$ cat config.mk
export PLATFORM = sky130hd
export DESIGN_NAME = uart_rx_top
export DESIGN_NICKNAME = d
export VERILOG_FILES = /design/src/rtl/uart_rx_top.sv
export SDC_FILE = /design/constraint.sdc
export NUM_CORES = 1
export LEC_CHECK = 0
export BUFFER_PORTS_ARGS = -buffer_cell sky130_fd_sc_hd__clkbuf_2
export CAP_MARGIN = 20
export CORE_MARGIN = 2
export CORE_UTILIZATION = 30
export DETAILED_ROUTE_END_ITERATION = 8
export HOLD_SLACK_MARGIN = 0.15
export SLEW_MARGIN = 20
export SYNTH_ARGS = -nofsm -noshare
export SYNTH_HDL_FRONTEND = slang
export SYNTH_SLANG_ARGS = --single-unit
export TNS_END_PERCENT = 100
$ cat constraint.sdc
create_clock -name clk -period 3.5 [get_ports clk]
set_clock_uncertainty 0.2 [all_clocks]
set_input_delay 0.525 -clock clk [delete_from_list [all_inputs] [get_ports clk]]
set_output_delay 0.525 -clock clk [all_outputs]
set_load 0.005 [all_outputs]
$ cat src/rtl/uart_rx_top.sv
// ---------------------------------------------------------------------------
// uart_rx_top
//   UART receiver, the counterpart of tx_top. Frame format:
//   start(0), DATA_BITS data bits LSB first, even parity, stop(1).
//   The serial line passes through a 2-flop synchroniser before the FSM.
//   Bit k of the frame (0=start .. DATA_BITS+2=stop) is sampled
//   HALF + k*CLKS_PER_BIT cycles after the FSM first sees the line low.
//
// Ports
//   clk           system clock, posedge
//   rstn          asynchronous active-low reset
//   rx_data_in    serial line, idles high
//   rx_data_out   last received byte, held until the next frame completes
//   rx_valid      one-cycle strobe: rx_data_out and error flags updated
//   rx_busy       high while a frame (or a line break) is in progress
//   parity_error  pulses with rx_valid on parity mismatch
//   frame_error   pulses with rx_valid when the stop bit is sampled low
// ---------------------------------------------------------------------------
module uart_rx_top #(
  parameter int CLKS_PER_BIT = 1,
  parameter int DATA_BITS    = 8
) (
  input  logic                 clk,
  input  logic                 rstn,
  input  logic                 rx_data_in,
  output logic [DATA_BITS-1:0] rx_data_out,
  output logic                 rx_valid,
  output logic                 rx_busy,
  output logic                 parity_error,
  output logic                 frame_error
);

  localparam int HALF = (CLKS_PER_BIT - 1) / 2;
  localparam int CW   = (CLKS_PER_BIT > 1) ? $clog2(CLKS_PER_BIT) : 1;

  localparam logic [CW-1:0] CNT_HALF = CW'(HALF);
  localparam logic [CW-1:0] CNT_LAST = CW'(CLKS_PER_BIT - 1);
  // With HALF=0 the start sample coincides with the detect cycle, so the
  // START state is skipped and the next sample is already data bit 1.
  localparam logic [CW-1:0] CNT_INIT = (HALF == 0) ? '0 : CW'(1);
  localparam logic [3:0]    BIT_INIT = (HALF == 0) ? 4'd1 : 4'd0;
  localparam logic [3:0]    BIT_LAST = 4'(DATA_BITS);

  typedef enum logic [2:0] {
    S_IDLE, S_START, S_DATA, S_PARITY, S_STOP, S_BREAK
  } state_t;

  state_t                 r_state, w_state_nxt;
  logic [1:0]             r_sync;
  logic [CW-1:0]          r_clk_cnt;
  logic [3:0]             r_bit_cnt;
  logic [DATA_BITS-1:0]   r_shift;
  logic                   r_par;
  logic [DATA_BITS-1:0]   r_data_out;
  logic                   r_valid, r_perr, r_ferr;

  logic                   w_rx_s;
  logic                   w_start;
  logic                   w_tick;
  logic                   w_done;

  assign w_rx_s = r_sync[1];

  // Synchroniser resets to the idle level so reset never looks like a start.
  always_ff @(posedge clk or negedge rstn) begin
    if (!rstn) r_sync <= 2'b11;
    else       r_sync <= {r_sync[0], rx_data_in};
  end

  always_ff @(posedge clk or negedge rstn) begin
    if (!rstn) r_state <= S_IDLE;
    else       r_state <= w_state_nxt;
  end

  always_comb begin
    w_state_nxt = r_state;
    w_start     = 1'b0;
    w_tick      = 1'b0;
    w_done      = 1'b0;
    case (r_state)
      S_IDLE: begin
        if (!w_rx_s) begin
          w_start     = 1'b1;
          w_state_nxt = (HALF == 0) ? S_DATA : S_START;
        end
      end
      S_START: begin
        w_tick = (r_clk_cnt == CNT_HALF);
        // Line back high at mid-start: glitch, drop it silently.
        if (w_tick) w_state_nxt = w_rx_s ? S_IDLE : S_DATA;
      end
      S_DATA: begin
        w_tick = (r_clk_cnt == CNT_LAST);
        if (w_tick && r_bit_cnt == BIT_LAST) w_state_nxt = S_PARITY;
      end
      S_PARITY: begin
        w_tick = (r_clk_cnt == CNT_LAST);
        if (w_tick) w_state_nxt = S_STOP;
      end
      S_STOP: begin
        w_tick = (r_clk_cnt == CNT_LAST);
        if (w_tick) begin
          w_done      = 1'b1;
          w_state_nxt = w_rx_s ? S_IDLE : S_BREAK;
        end
      end
      S_BREAK: begin
        // A low line here is the tail of a break, not a start bit.
        if (w_rx_s) w_state_nxt = S_IDLE;
      end
      default: w_state_nxt = S_IDLE;
    endcase
  end

  // Bit timing and data capture
  always_ff @(posedge clk or negedge rstn) begin
    if (!rstn) begin
      r_clk_cnt <= '0;
      r_bit_cnt <= '0;
      r_shift   <= '0;
      r_par     <= 1'b0;
    end else if (w_start) begin
      r_clk_cnt <= CNT_INIT;
      r_bit_cnt <= BIT_INIT;
    end else if (w_tick) begin
      r_clk_cnt <= '0;
      r_bit_cnt <= r_bit_cnt + 4'd1;
      if (r_state == S_DATA)   r_shift <= {w_rx_s, r_shift[DATA_BITS-1:1]};
      if (r_state == S_PARITY) r_par   <= w_rx_s;
    end else if (r_state != S_IDLE && r_state != S_BREAK) begin
      r_clk_cnt <= r_clk_cnt + CW'(1);
    end
  end

  // Result registers; flags are single-cycle pulses alongside rx_valid.
  always_ff @(posedge clk or negedge rstn) begin
    if (!rstn) begin
      r_data_out <= '0;
      r_valid    <= 1'b0;
      r_perr     <= 1'b0;
      r_ferr     <= 1'b0;
    end else begin
      r_valid <= w_done;
      r_perr  <= w_done & (r_par != ^r_shift);
      r_ferr  <= w_done & ~w_rx_s;
      if (w_done) r_data_out <= r_shift;
    end
  end

  assign rx_data_out  = r_data_out;
  assign rx_valid     = r_valid;
  assign parity_error = r_perr;
  assign frame_error  = r_ferr;
  assign rx_busy      = (r_state != S_IDLE);

endmodule
Yosys cells after proc, flatten, opt, wreduce, memory -nomap -nowiden

Index checks and enable logic that the tools add are counted.

Bits in registers: 30
Bits of input ports: 3
Logic and storage cells: 61

Add/sub/neg operators: 2
Equality and inequality tests: 14
Mux-type cells: 19
Bitwise operators: 5
Reduce and logical (&&, ||, !) cells: 11

Operators with widths:

| operator                                                        | number |
|---|---|
| 3-bit 2-to-1 mux                                                | 7 |
| 3-bit case mux with 6 select lines                              | 1 |
| 2-bit != test, second input constant                            | 6 |
| 1-bit 2-to-1 mux                                                | 8 |
| 4-bit 2-to-1 mux                                                | 2 |
| 8-bit parity                                                    | 1 |
| 3-bit by 2-bit == test with 1-bit output, second input constant | 2 |
| 3-bit == test, second input constant                            | 2 |
| 3-bit AND reduction                                             | 2 |
| 6-bit AND reduction                                             | 1 |
| 3-bit nonzero test                                              | 2 |
| 4-bit by 1-bit adder with 4-bit output, second input constant   | 1 |
| 4-bit == test, second input constant                            | 1 |
| 4-bit OR reduction                                              | 1 |
| 3-bit by 1-bit == test with 1-bit output, second input constant | 1 |
| 3-bit logical NOT                                               | 1 |
| 3-bit != test, second input constant                            | 1 |
| 1-bit NOT                                                       | 3 |
| 1-bit AND                                                       | 2 |
| 1-bit logical AND                                               | 2 |
| 2-bit 2-to-1 mux                                                | 1 |
| 2-bit nonzero test                                              | 1 |
| 1-bit adder, second input constant                              | 1 |
| 1-bit != test                                                   | 1 |

Logic depth before layout (Yosys ltp)

Gate-level depths: netlist of run 1.

Depth in word-level cells: 5
Depth in mapped cells: 5

Worst setup path before layout of run 1

No wires, ideal clock.

Path kind: register to output
From: register r_state[1]
To: output rx_busy
Data arrival time: 937 ps
Path slack: 1838 ps
Stages on the path, launching flop included: 4
Cell sequence: dfrtp_1 -> buf_4 -> nor3_1 -> inv_1

Cells in the longest elaborated chain, start to end: 1

RTL lines:

| element                | line | RTL |
|---|---|---|
| start, declared        | 48   | `state_t r_state, w_state_nxt;` |
| start signal, assigned | 72   | `else r_state <= w_state_nxt;` |
| 3-bit nonzero test     | 154  | `assign rx_busy = (r_state != S_IDLE);` |
| end, declared          | 28   | `output logic rx_busy,` |

Every way passes these cells.

Final worst setup path of run 1

From: register r_state[0]
To: output rx_busy

The elaborated chain is that of the path after synthesis.

==> metrics.cfg, run 1 <==
[floorplanning]
num_io_pins = 15
dieHeight_um = 73.80
die_area_um2 = 5446
floorplan.die.width_um = 73.80
core_um2 = 4723
core.rowCount = 25
start_util_pct = 30.94

[hold_path]
worstHoldEndpoint = r_sync[1]
min-delay-path-class = reg -> reg
hold-path-cell-count = 0
min_from = r_sync[0]

[timing]
post-route-worst-setup-slack_ps = 1182
setup_viol_count_final = 0
final_critical_path_required_period_ps = 2318
fin_tns_setup_ps = 0
max-slew-margin-rel_pct = 50.78
hold_violations = 0
final_min_period_over_clock_period_pct = 66.24
maxClockFrequency_mhz = 431.3
timing_max_transition_violations_final = 0
grt_setup_unrepaired = false
worst-slew-pin-transition_ps = 738.3

[placement]
port_buffers = 14
place_worst_setup_slack_ps = 1483
place.detailed.hpwl_mm = 1.743
place_congestion = 0.7343
placement.cell_area_um2 = 1567

[logic_synthesis]
postSynthRegisterBits = 30
synth_nets = 122
syn-instance-count = 117
share_of_the_yosys_chip_area_belonging_to_registers_pct = 51.54
async_flop_share_pct = 100.0
count_of_cell_types_in_the_netlist = 44
warnings_from_yosys = 0
synth-edff-count = 0
ys.flop_type = sky130_fd_sc_hd__dfrtp_1
syn_area_per_cell_um2 = 12.49
synthesized_area_um2 = 1461

[final_layout]
n_fill_cell = 473
design.final.nets = 138
antennaDiodeCount = 0
drive_gt1_share_pct = 31.34
area_growth_syn_to_layout_pct = 15.07
layout_cell_area_excl_fill_um2 = 1682

[pwr]
pwr-share-clk_pct = 19.1
portion_of_total_power_attributed_to_sequential_cells_pct = 42.4
power.internal_uw = 1016
power.net_switching_uw = 516.0
vdd_ir_drop_max_mv = 0.3420
combPwrFrac_pct = 38.5
power_uw = 1532
leakagePower_uw = 0.0007239
p_per_area_nw_per_um2 = 911.1
switching_share_pct = 33.68

[drt]
drtPass1Iterations = 4
route.detailed.wl_per_inst_um = 12.79
drt_iter0_markers = 60
num_vias = 938
drt-total-wl_mm = 2.571
post_dr_vias_cell = 4.667
wl_met3_um = 105
ant_nets = 0
drt_drc_violations_left = 0
met1_wl_mm = 1.206
wl_met2_mm = 1.210
highest-signal-layer = met4

[critical_path]
worst_reg_to_reg_path_cell_count = 2
crit-reg2reg-capture = r_shift[0]
critical_path.reg2reg.startpoint = r_state[1]
worstPathRequired_ps = 2770
critPathKind = reg -> out
setup.reg_to_reg.worst_slack_ps = 1560
timing.critical_path.to_type = primary output
worst-path-max-fanout = 17
cp_data_arrival_time_ps = 1590
worst_setup_path_start_kind = flip-flop

[run]
cap_viol_max_count = 0

[global_route]
grt_overflow_total = 0
antenna_found_initial = 0
number_of_global_route_vias_before_repair = 963
grt_first_pass_wirelength_mm = 4.629
grt_start_max_net_pins = 31
grt.total_usage_pct = 11.33

[cts]
worst_skew_pair.late_latency_ps = 280
cts.path.max_buffers = 2
ctsResizeCount = 0
cts_root_buffer = sky130_fd_sc_hd__clkbuf_8
cts_tree = yes
tritoncts.num_buffers = 5
clock_sink_count = 30
cts_max_level = 2
clkTransAtPathRegs_ps = 60
cts_post_setup_buffers_inserted = 0
ctsHoldBuffers = 2

[run_status]
run_status = finished clean

## final cells by class
class / count / area (µm²) / area share (%)
well taps: 67 / 83.83 / 4.985
inverters: 7 / 26.28 / 1.563
multi-input cells: 72 / 625.6 / 37.20
clock inverters: 2 / 12.51 / 0.7440
clock buffers: 6 / 82.58 / 4.911
repair buffers: 17 / 97.59 / 5.804
flip-flops and latches: 30 / 753.2 / 44.79
## worst max-delay path by stage
| stage | start | to | slack [ps] | depth (start not counted) |
|---|---|---|---|---|
| floorplan | r_state[1] | rx_busy | 1840 | 3 |
| global placement | r_state[0] | rx_busy | 1530 | 3 |
| detailed placement | r_state[0] | rx_busy | 1480 | 3 |
| CTS | r_state[0] | rx_busy | 1180 | 3 |
| global route | r_state[0] | rx_busy | 980 | 3 |
| finish | r_state[0] | rx_busy | 1180 | 3 |
## per-layer routing
| layer | vias up | GRT usage, % |
|---|---|---|
| met3 | 7 | 3.841 |
| met4 | 0 | 4.848 |
| met5 | - | 0 |
| met2 | 18 | 17.36 |
| li1 | 455 | - |
| met1 | 458 | 14.51 |
## layout by cell type, fill, tap and decap left out, drive strengths merged, types with 3 or more instances in the layout
master	count
mux2	17
nor2	3
o21ai	6
nand2	3
dfrtp	28
nor4b	3
inv	7
clkbuf	20
nor3	4
a21oi	3
## state kept, by name, indices dropped and copies added, names as in the netlist
register and cells:
parity_error 1, r_shift 8, rx_data_out 8, r_sync 2
r_bit_cnt 4, r_state 3, frame_error 1, r_par 1
rx_valid 1, r_clk_cnt 1
## logic make-up after synthesis
family	count (synthesis)	synth area share, %
adder cells (fa/ha/maj)	2	1.712
XOR/XNOR	5	4.880
AND/OR/NAND/NOR	27	13.02
AO/OA/AOI/OAI	19	8.734
multiplexers	19	14.47
flip-flops	30	51.54
buffers and inverters	15	5.650
## stage by stage
step	hold slack [ps]	utilization, %	std cells
after CTS	157.5	35.60	201
final	156.4	35.60	201
after detailed placement	148.2	33.17	191
after floorplan	29.41	-	117
after global routing	168.7	35.60	201
after global placement	146.3	33.17	191
## worst max-delay path, stage by stage (launching register included)
cell	delay, ps
sky130_fd_sc_hd__dfrtp_1	570
sky130_fd_sc_hd__nor3_1	460
sky130_fd_sc_hd__inv_1	140
sky130_fd_sc_hd__clkbuf_2	140
## power groups by stage
stage / clock, µW / combinational (µW) / sequential, µW
floorplan: 0 / 522 / 592
global placement: 0 / 584 / 650
detailed placement: 0 / 595 / 659
CTS: 301 / 602 / 654
global route: 320 / 662 / 679
finish: 292 / 590 / 650
## Yosys cell counts, drive strengths merged, types with 2 or more instances
master  instances  area, µm²
dfrtp          28      700.7
nand2           3      11.26
mux2i           2      20.02
inv             7      26.27
xnor2           2      17.52
nor3            4      20.02
xnor3           2      45.04
nor4b           3      47.54
buf             5      45.04
ha              2      25.02
nand4b          2      17.52
clkbuf          3      11.26
o21ai           6      30.03
nand3           2      10.01
nor2            3      11.26
mux2           17      191.4
dfstp           2      52.55
a21oi           3      15.01
Note: power is estimated with default switching activity, not from simulation.
==> run 2, diff against run 1 <==
clock period = 1.94 ns   (was 3.5 ns; I/O delays follow)
==> run 2 against run 1 <==
  * Global-route usage up 0.32 points
  * Largest power group is now combinational logic
  * Count of clock-buffer cells in the layout unchanged
  * Design area grew 4.1%
  * Utilization increased by 1.5 points
  * Sequential power increased by 74%
  * Die area is the same
  * Non-clock buffer count is 6 higher
  * Worst hold slack lost 1.6 ps
==> metrics.cfg, run 2 (same netlist as run 1, synthesis figures left out) <==
[drt]
post_dr_vias_cell = 4.748  ; was 4.667
drt-total-wl_mm = 2.615  ; was 2.571 mm
num_vias = 978  ; was 938
drtPass1Iterations = 4  ; unchanged
ant_nets = 0  ; unchanged
drt_drc_violations_left = 0  ; unchanged
drt_iter0_markers = 54  ; was 60
route.detailed.wl_per_inst_um = 12.69  ; was 12.79 µm

[global_route]
busiest_layer = met2  ; unchanged
grt_start_max_net_pins = 31  ; unchanged
grt_overflow_total = 0  ; unchanged
grt.total_usage_pct = 11.65  ; was 11.33%
antenna_found_initial = 0  ; unchanged
global_route.usage.met3_pct = 3.841  ; unchanged
met2_layer_usage_reported_by_global_route_pct = 19.15  ; was 17.36%
grt_first_pass_wirelength_mm = 4.816  ; was 4.629 mm
grt_use_met1_pct = 14.18  ; was 14.51%
number_of_global_route_vias_before_repair = 1033  ; was 963

[floorplanning]
num_io_pins = 15  ; unchanged
core_um2 = 4723  ; unchanged
core.rowCount = 25  ; unchanged
die_area_um2 = 5446  ; unchanged
start_util_pct = 30.94  ; unchanged
dieHeight_um = 73.80  ; unchanged
floorplan.die.width_um = 73.80  ; unchanged

[timing]
final_critical_path_required_period_ps = 1846
maxClockFrequency_mhz = 541.7
hold_violations = 0  ; unchanged
worst-slew-pin-transition_ps = 724.9  ; was 738.3 ps
timing_max_transition_violations_final = 0  ; unchanged
max-slew-margin-rel_pct = 51.67  ; was 50.78%
setup_viol_count_final = 0  ; unchanged
fin_tns_setup_ps = 0  ; unchanged
final_min_period_over_clock_period_pct = 95.16
post-route-worst-setup-slack_ps = 93.95  ; was 1182 ps
grt_setup_unrepaired = false  ; unchanged

[critical_path]
critical_path_cell_count = 4  ; was 3
critPathKind = reg -> out  ; unchanged
path_buf_inv = 3  ; was 2
timing.critical_path.max_delay_family = flip-flops  ; unchanged
worst-path-max-fanout = 10  ; was 17
worst_reg_to_reg_path_cell_count = 3  ; was 2
critical_path.max_stage_delay_ps = 480  ; was 570 ps
worst_setup_path_start_kind = flip-flop  ; unchanged
critical-path-slowest-cell = sky130_fd_sc_hd__dfrtp_2  ; was sky130_fd_sc_hd__dfrtp_1
timing.critical_path.to_type = primary output  ; unchanged
timing.critical_path.cells = buf_4, nor3_2, inv_1, clkbuf_2  ; was nor3_1, inv_1, clkbuf_2
worstPathRequired_ps = 1450  ; was 2770 ps
cp_data_arrival_time_ps = 1360  ; was 1590 ps

[final_layout]
area_growth_syn_to_layout_pct = 19.78  ; was 15.07%
design.final.nets = 144  ; was 138
layout.cells.most_common_list = sky130_fd_sc_hd__dfrtp_1, sky130_fd_sc_hd__mux2_2, sky130_fd_sc_hd__clkbuf_2  ; unchanged
postLayoutCoreUtil_pct = 37.06  ; was 35.60%
layout_cell_area_excl_fill_um2 = 1750  ; was 1682 µm²
drive_gt1_share_pct = 35.25  ; was 31.34%
layout.cells.most_common = sky130_fd_sc_hd__dfrtp_1  ; unchanged
n_fill_cell = 475  ; was 473
antennaDiodeCount = 0  ; unchanged

[cts]
worst_skew_pair.late_latency_ps = 280  ; about the same
tritoncts.num_buffers = 5  ; unchanged
cts_tree = yes  ; unchanged
cts_root_buffer = sky130_fd_sc_hd__clkbuf_8  ; unchanged
cts_post_setup_buffers_inserted = 0  ; unchanged
clkTransAtPathRegs_ps = 60  ; about the same
cts_max_level = 2  ; unchanged
clock_sink_count = 30  ; unchanged
cts.path.max_buffers = 2  ; unchanged

[placement]
port_buffers = 14  ; unchanged
place_congestion = 0.8396  ; was 0.7343
place_worst_setup_slack_ps = 215.4  ; was 1483 ps
place.detailed.hpwl_mm = 1.832  ; was 1.743 mm
placement.cell_area_um2 = 1612  ; was 1567 µm²

[hold_path]
min-delay-path-class = reg -> reg  ; unchanged
hold-path-cell-count = 0  ; unchanged

[run]
cap_viol_max_count = 0  ; unchanged

[run_status]
run_status = finished clean  ; unchanged

[pwr]
vdd_ir_drop_max_mv = 0.5423  ; was 0.3420 mV
p_per_area_nw_per_um2 = 1681  ; was 911.1 nW/µm²
power_uw = 2942  ; was 1532 µW
leakagePower_uw = 0.0007630  ; was 0.0007239 µW

## run 2: timing repair
action | CTS | global route
gates resized for setup | 1 | 1
pin swaps | 0 | 0
hold buffers | 2 | 0
hold endpoints to repair | 29 | 0
endpoints found under the setup margin | 1 | 1
## run 2: layout make-up
cell class              instances  area [µm²]  area share (%)
multi-input cells              72       630.6           36.03
well taps                      67       83.83           4.789
flip-flops and latches         30       754.5           43.10
repair buffers                 23       142.6           8.149
clock buffers                   6       82.58           4.718
inverters                       7       26.28           1.501
clock inverters                 1       30.03           1.716
## run 2: per-layer routing
layer	wire length, µm	part of all wire [%]
met1	1234	47
met2	1227	47
met3	116	4.4
met4	36	1.4
met5	0	0
## run 2: final timing paths
path | startpoint | endpoint | slack, ps
max | r_state[0] | rx_busy | 90
min | r_sync[0] | r_sync[1] | 150
max reg2reg | r_shift[1] | parity_error | 230
min reg2reg | r_sync[0] | r_sync[1] | 150
max in group asynchronous | rstn | r_state[0] | 630
min in group asynchronous | rstn | rx_data_out[5] | 400
## run 2: power breakdown
group / total (µW) / switching, µW / internal (µW)
clock network: 626 / 216 / 410
registers: 1130 / 243 / 892
logic: 1180 / 464 / 717
## run 2: per-stage QoR
stage | cells | hold slack (ps)
floorplan | 117 | -204.6
global placement | 197 | 146.0
detailed placement | 197 | 147.6
CTS | 206 | 156.6
global route | 206 | 165.5
finish | 206 | 154.8
==> run 3, diff against run 2 <==
REMOVE_ABC_BUFFERS = 1   (was default)
==> run 3 against run 2 <==
  * Die area is the same
  * First-iteration DRC count decreased by 31%
  * Final cell count up 0.97%
  * Critical path depth did not move
  * Flip-flop and latch count unchanged
  * Design area decreased by 0.14%
  * Fmax grew 1.9%
  * Via count increased by 0.72%
  * Largest power group unchanged
==> metrics.cfg, run 3 (same netlist as run 1, synthesis figures left out) <==
[run_status]
run_status = finished clean  ; unchanged

[placement]
place.detailed.hpwl_mm = 1.837  ; was 1.832 mm
port_buffers = 14  ; unchanged
place_congestion = 0.8772  ; was 0.8396
place_worst_setup_slack_ps = 190.7  ; was 215.4 ps

[critical_path]
critPathKind = reg -> out  ; unchanged
cp_data_arrival_time_ps = 1320  ; was 1360 ps
timing.critical_path.max_delay_family = flip-flops  ; unchanged
worstPathRequired_ps = 1450  ; about the same
critical_path_cell_count = 4  ; unchanged
worst_setup_path_start_kind = flip-flop  ; unchanged
critical-path-slowest-cell = sky130_fd_sc_hd__dfrtp_1  ; was sky130_fd_sc_hd__dfrtp_2
worst_reg_to_reg_path_cell_count = 3  ; unchanged
timing.critical_path.cells = buf_4, nor3_4, inv_1, clkbuf_2  ; was buf_4, nor3_2, inv_1, clkbuf_2
critical_path.max_stage_delay_ps = 420  ; was 480 ps
path_buf_inv = 3  ; unchanged
worst-path-max-fanout = 14  ; was 10
timing.critical_path.to_type = primary output  ; unchanged

[timing]
final_min_period_over_clock_period_pct = 93.40  ; was 95.16%
worst-slew-pin-transition_ps = 405.3  ; was 724.9 ps
timing_max_transition_violations_final = 0  ; unchanged
max-slew-margin-rel_pct = 72.98  ; was 51.67%
post-route-worst-setup-slack_ps = 128.0  ; was 93.95 ps
hold_ws_ps = 155.2  ; was 154.8 ps
grt_setup_unrepaired = false  ; unchanged
setup_viol_count_final = 0  ; unchanged
hold_violations = 0  ; unchanged
final_critical_path_required_period_ps = 1812  ; was 1846 ps
maxClockFrequency_mhz = 551.9  ; was 541.7 MHz

[final_layout]
multi_input_area_um2 = 636.9  ; was 630.6 µm²
antennaDiodeCount = 0  ; unchanged
layout.cells.most_common_list = sky130_fd_sc_hd__dfrtp_1, sky130_fd_sc_hd__mux2_2, sky130_fd_sc_hd__clkbuf_2  ; unchanged
design.final.nets = 145  ; was 144
layout.cells.most_common = sky130_fd_sc_hd__dfrtp_1  ; unchanged
n_fill_cell = 471  ; was 475
area.sequential_um2 = 755.7  ; was 754.5 µm²
area_growth_syn_to_layout_pct = 19.61  ; was 19.78%
drive_gt1_share_pct = 36.88  ; was 35.25%

[global_route]
grt_start_max_net_pins = 31  ; unchanged
grt_first_pass_wirelength_mm = 4.416  ; was 4.816 mm
grt.total_usage_pct = 11.05  ; was 11.65%
grt_overflow_total = 0  ; unchanged
number_of_global_route_vias_before_repair = 916  ; was 1033
antenna_found_initial = 0  ; unchanged

[run]
cap_viol_max_count = 0  ; unchanged

[cts]
cts.path.max_buffers = 2  ; unchanged
worst_skew_pair.late_latency_ps = 280  ; about the same
cts_tree = yes  ; unchanged
cts_max_level = 2  ; unchanged
cts_root_buffer = sky130_fd_sc_hd__clkbuf_8  ; unchanged
clkTransAtPathRegs_ps = 60  ; about the same
cts_post_setup_buffers_inserted = 0  ; unchanged
tritoncts.num_buffers = 5  ; unchanged
clock_sink_count = 30  ; unchanged

[drt]
post_dr_vias_cell = 4.736  ; was 4.748
ant_nets = 0  ; unchanged
wl_met3_um = 126  ; was 116 µm
drt-total-wl_mm = 2.662  ; was 2.615 mm
highest-signal-layer = met4  ; unchanged
drt_drc_violations_left = 0  ; unchanged
wl_met2_mm = 1.200  ; was 1.227 mm
route.detailed.wl_per_inst_um = 12.80  ; was 12.69 µm
num_vias = 985  ; was 978
drt_iter0_markers = 37  ; was 54
met1_wl_mm = 1.270  ; was 1.234 mm
drtPass1Iterations = 4  ; unchanged

[hold_path]
min-delay-path-class = reg -> reg  ; unchanged
hold-path-cell-count = 0  ; unchanged

[pwr]
leakagePower_uw = 0.0007568  ; was 0.0007630 µW
vdd_ir_drop_max_mv = 0.5833  ; was 0.5423 mV
p_per_area_nw_per_um2 = 1637  ; was 1681 nW/µm²

[floorplanning]
die_area_um2 = 5446  ; unchanged
start_util_pct = 30.94  ; unchanged
core_um2 = 4723  ; unchanged
floorplan.die.width_um = 73.80  ; unchanged
core.rowCount = 25  ; unchanged
dieHeight_um = 73.80  ; unchanged
num_io_pins = 15  ; unchanged

run 3: cell count changes in the layout (fill, tap and decap cells not counted), sizes merged:
cell,previous run,this run
clkinvlp,0,1
clkinv,0,1
buf,7,8
bufinv,1,0
run 3: where the power goes:
group	switching [µW]	leakage [µW]	internal, µW	total, µW
Sequential	248	0.000356	893	1140
Combinational	477	0.000353	723	1200
Clock	235	0.0000472	284	519
run 3: timing repair:
action / CTS / global route
endpoints found under the hold margin: 31 / 0
gates resized for setup: 0 / 4
setup endpoints to repair: 0 / 1
hold buffers: 2 / 0
run 3: cell type report:
| type | instances | share of cell area, % |
|---|---|---|
| Clock inverter | 2 | 0.7158 |
| Sequential cell | 30 | 43.24 |
| Tap cell | 67 | 4.796 |
| Inverter | 7 | 1.503 |
| Multi-Input combinational cell | 72 | 36.44 |
| Timing Repair Buffer | 24 | 8.590 |
| Clock buffer | 6 | 4.724 |
run 3: worst paths after layout:
path | endpoint | start | slack [ps]
max | rx_busy | r_state[1] | 130
min in group asynchronous | rx_data_out[5] | rstn | 350
min reg2reg | r_sync[1] | r_sync[0] | 160
max reg2reg | parity_error | r_shift[1] | 200
max in group asynchronous | r_sync[1] | rstn | 870
min | r_sync[1] | r_sync[0] | 160
run 3: layer usage:
metal / global-route usage, % / up-vias
li1: - / 469
met1: 13.75 / 485
met2: 15.38 / 24
met3: 5.350 / 7
met4: 6.465 / 0
met5: 0 / -
run 3: stage by stage:
stage / area (µm²) / setup TNS [ps] / power (µW) / instances / utilization, %
after floorplan: 1405 / -566.9 / 1962 / 109 / -
after global placement: 1619 / 0 / 2295 / 198 / 34.28
after detailed placement: 1619 / 0 / 2337 / 198 / 34.28
after CTS: 1734 / 0 / 2876 / 208 / 36.72
after global routing: 1748 / 0 / 3077 / 208 / 37.01
final: 1748 / 0 / 2861 / 208 / 37.01
